<file path="src/rtl/full_subtractor.sv">
// Registered ripple-borrow full subtractor: {bin, diff} = a - b - bout.
// A chain of WIDTH one-bit full-subtractor cells feeds a single output
// register stage; out_valid is in_valid delayed by one cycle.
// Optional macro FULL_SUBTRACTOR_ZERO_FLAG_EN adds a registered 'zero' flag
// that is set when the captured difference is all zeros.
module full_subtractor #(
  parameter int WIDTH = 1
) (
  input  logic [WIDTH-1:0] a,
  input  logic [WIDTH-1:0] b,
  input  logic             bout,
  output logic [WIDTH-1:0] diff,
  output logic             bin,
  input  logic             clk,
  input  logic             rst_n,
  input  logic             in_valid,
  output logic             out_valid
`ifdef FULL_SUBTRACTOR_ZERO_FLAG_EN
  ,
  output logic             zero
`endif
);

  // One full-subtractor cell: returns {borrow_out, difference_bit}.
  function automatic logic [1:0] fs_cell(input logic ai, input logic bi, input logic ci);
    logic d;
    logic c;
    d = ai ^ bi ^ ci;
    c = (~ai & bi) | (~(ai ^ bi) & ci);
    return {c, d};
  endfunction

  logic [WIDTH:0]   c_p0;
  logic [WIDTH-1:0] d_p0;

  // ---- Stage p0: combinational ripple-borrow chain, LSB cell takes bout ----
  always_comb begin
    c_p0    = '0;
    d_p0    = '0;
    c_p0[0] = bout;
    for (int i = 0; i < WIDTH; i++) begin
      {c_p0[i+1], d_p0[i]} = fs_cell(a[i], b[i], c_p0[i]);
    end
  end

  // ---- Stage p1: output register; result loads only on accepted inputs ----
  // Capture result when in_valid, hold otherwise; out_valid follows in_valid.
  always_ff @(posedge clk or negedge rst_n) begin
    if (!rst_n) begin
      diff      <= '0;
      bin       <= 1'b0;
      out_valid <= 1'b0;
`ifdef FULL_SUBTRACTOR_ZERO_FLAG_EN
      zero      <= 1'b0;
`endif
    end else begin
      out_valid <= in_valid;
      if (in_valid) begin
        diff <= d_p0;
        bin  <= c_p0[WIDTH];
`ifdef FULL_SUBTRACTOR_ZERO_FLAG_EN
        zero <= (d_p0 == '0);
`endif
      end
    end
  end

endmodule

</file>
<file path="config.mk">
export PLATFORM = sky130hd
export DESIGN_NAME = full_subtractor
export DESIGN_NICKNAME = d
export VERILOG_FILES = /design/src/rtl/full_subtractor.sv
export SDC_FILE = /design/constraint.sdc
export NUM_CORES = 1
export LEC_CHECK = 0
export CORE_AREA = 3 3 40 42
export DETAILED_ROUTE_END_ITERATION = 12
export DIE_AREA = 0 0 43 45
export GPL_TIMING_DRIVEN = 0
export MAX_ROUTING_LAYER = met4
export SLEW_MARGIN = 20
export SYNTH_ARGS = -nofsm -noshare
export SYNTH_HDL_FRONTEND = slang
export SYNTH_SLANG_ARGS = --single-unit
export TNS_END_PERCENT = 50
</file>
<file path="constraint.sdc">
create_clock -name clk -period 0.8 [get_ports clk]
set_input_delay 0.16 -clock clk [delete_from_list [all_inputs] [get_ports clk]]
set_output_delay 0.16 -clock clk [all_outputs]
set_load 0.01 [all_outputs]
</file>
==> metrics <==
wire length per cell=between 9 and 10 um; Die H=45 um; vias=approximately 110; syn avg cell area=approximately 14 um^2; Pre-Repair DR Iteration Count=1; count of buffer and inverter cells on the critical path=1; ANT nets after route=0; CP Launch Type=register; CTS tree=built; syn_nets=16; Gate Count Post-Synth=9; Netlist cell types=6; Root Buffer=clkbuf_4; grt total ovfl=0; Setup CP Type=register to output pin; #FFs+latches synth=3; worst hold-check path type=input port to asynchronous set/reset pin; most common cell after layout, fill and taps aside=buf_2; Rel. slew slack=between 80% and 90%; synthesis-to-layout area growth=102%; instance area after placement=approximately 230 um^2; fin worst setup slack=-0.0989 ns; fin crit period=0.899 ns; GR Util met2=under 10%; H-tree Lvls=1; status=finished, violations left; Clock Skews=0 ns; layout cells sized above 1=between 60% and 70%; PortBufs=8; Starting Density=9.83%; die footprint=between 0.0015 and 0.002 mm^2; R2R depth=2; Core ar.=0.00128 mm^2; Worst EP required=around 0.64 ns; met1 Usage GRT=3.89%; Critical Path Slowest Stage Cell=dfrtp_1; largest net degree at the start of global routing=5; Max Root-Sink Buffers=2; total track usage=between 5 and 6%; drt via density=roughly 3.0; DRT iter0 DRCs=0; CP Depth=1; initial antenna violation count=0; Rows=13; DIE WIDTH=around 43 um; PwrDens=approximately 2200 mW/mm^2; # diodes=0; worst vdd ir=0.281 mV; worst slew pin tran=between 0.15 and 0.2 ns; DRC Markers=0; Routed WL=around 350 um; Crit path max-delay family=flip-flops; first-pass GRT wire length=586 um; most frequent cells in the layout=buf_2 (4), dfrtp_1 (3), clkbuf_4 (3); register area share after synthesis=around three fifths; Fin. Hold Viols=0; Mapped Area=126 um^2; clock sinks=3; Leak=approximately 0.12 nW; Final Cycle Share=112%; Final setup viols=4; # fillers=around 140; fin. max-slew vios=0; IO Count=9; failing checks=negative setup slack; fmax=roughly 1100 MHz; yosys warns=0; unrepaired setup endpoints after global routing=true; CTS clk-pin slew, worst paths=about 0.040 ns; crit path cell chain=buf_2; clock latency on the worst-skew pair=between 0.2 and 0.25 ns; Critical Path Sink Type=output pin; GPL Wtd Cong=~0.7; nets=31; Arr. time, crit path=~0.74 ns; setup_tns=-0.340 ns; max cap viols=0; max incr delay on CP=0.37 ns; Most Used Layer, Global Route=met4; vias in the first global route=154; Design Area, Final=between 200 and 300 um^2; storage element area=75.1 um^2; crit-path max FO=2; multi-input logic area=~44 um^2; M3 GR Usage=4.78%; CTS Buf Count=3; Hold WS=~0.11 ns
## power by group
part,switching (W),leakage (nW),internal [W]
sequential,0.00000714,0.0345,0.000171
combinational,0.0000466,0.0754,0.0000711
clock,0.0000759,0.0150,0.000187
total,0.000130,0.125,0.000429
## flip-flops by register name, summed over array words and instances (netlist names)
| signal | flops |
|---|---|
| bin | 1 |
| diff | 1 |
| out_valid | 1 |
## cell usage after synthesis (all sizes together)
library cell	n	area (um^2)
a21oi	1	5.00
dfrtp	3	75.1
fa	1	20.0
inv	2	7.51
mux2	1	15.0
nor2	1	3.75
## stage by stage
stage | worst slack (ns) | util [%] | power, W | cells
3_3_place_gp | -0.803 | 18.1 | 0.000290 | 32
6_report | -0.0989 | 19.9 | 0.000558 | 38
2_1_floorplan | -0.202 | - | 0.000220 | 9
4_1_cts | -0.107 | 19.9 | 0.000581 | 38
3_5_place_dp | -0.846 | 18.1 | 0.000299 | 32
5_1_grt | -0.121 | 19.9 | 0.000605 | 38
## repair_timing
action	CTS	global route
gates resized for setup	28	0
hold buffers	0	0
hold endpoints to repair	0	0
endpoints found under the setup margin	5	4
setup buffers	2	0
pin swaps	1	0
## path summary, 6_finish.rpt
| kind | slack (ns) | to | start |
|---|---|---|---|
| max | -0.1 | bin | bin |
| min | 0.11 | bin | rst_n |
| max reg2reg | -0.07 | diff | diff |
| min reg2reg | 0.60 | diff | diff |
| max in group asynchronous | 0.54 | diff | rst_n |
| min in group clk | 0.27 | bin | a |
## routing by layer
layer / wire length [um] / up-vias / part of all wire, %
li1: - / 54 / -
met3: 43 / 0 / 12
met2: 180 / 8 / 51
met5: 0 / - / 0
met1: 130 / 52 / 37
met4: 0 / 0 / 0
## final cells by class
cell class / instances / area share, %
repair buffers: 10 / 29.9
flip-flops and latches: 3 / 29.4
multi-input cells: 4 / 17.2
clock buffers: 4 / 10.3
well taps: 15 / 7.35
inverters: 2 / 5.88
## kinds of logic after synthesis
| group | count (synthesis) | synth area share, % |
|---|---|---|
| mux | 1 | 11.9 |
| simple gates | 1 | 2.97 |
| flops | 3 | 59.4 |
| buf+inv | 2 | 5.94 |
| fa+ha+maj | 1 | 15.8 |
| compound gates | 1 | 3.96 |
No activity file was read; power rests on OpenSTA's default activity.
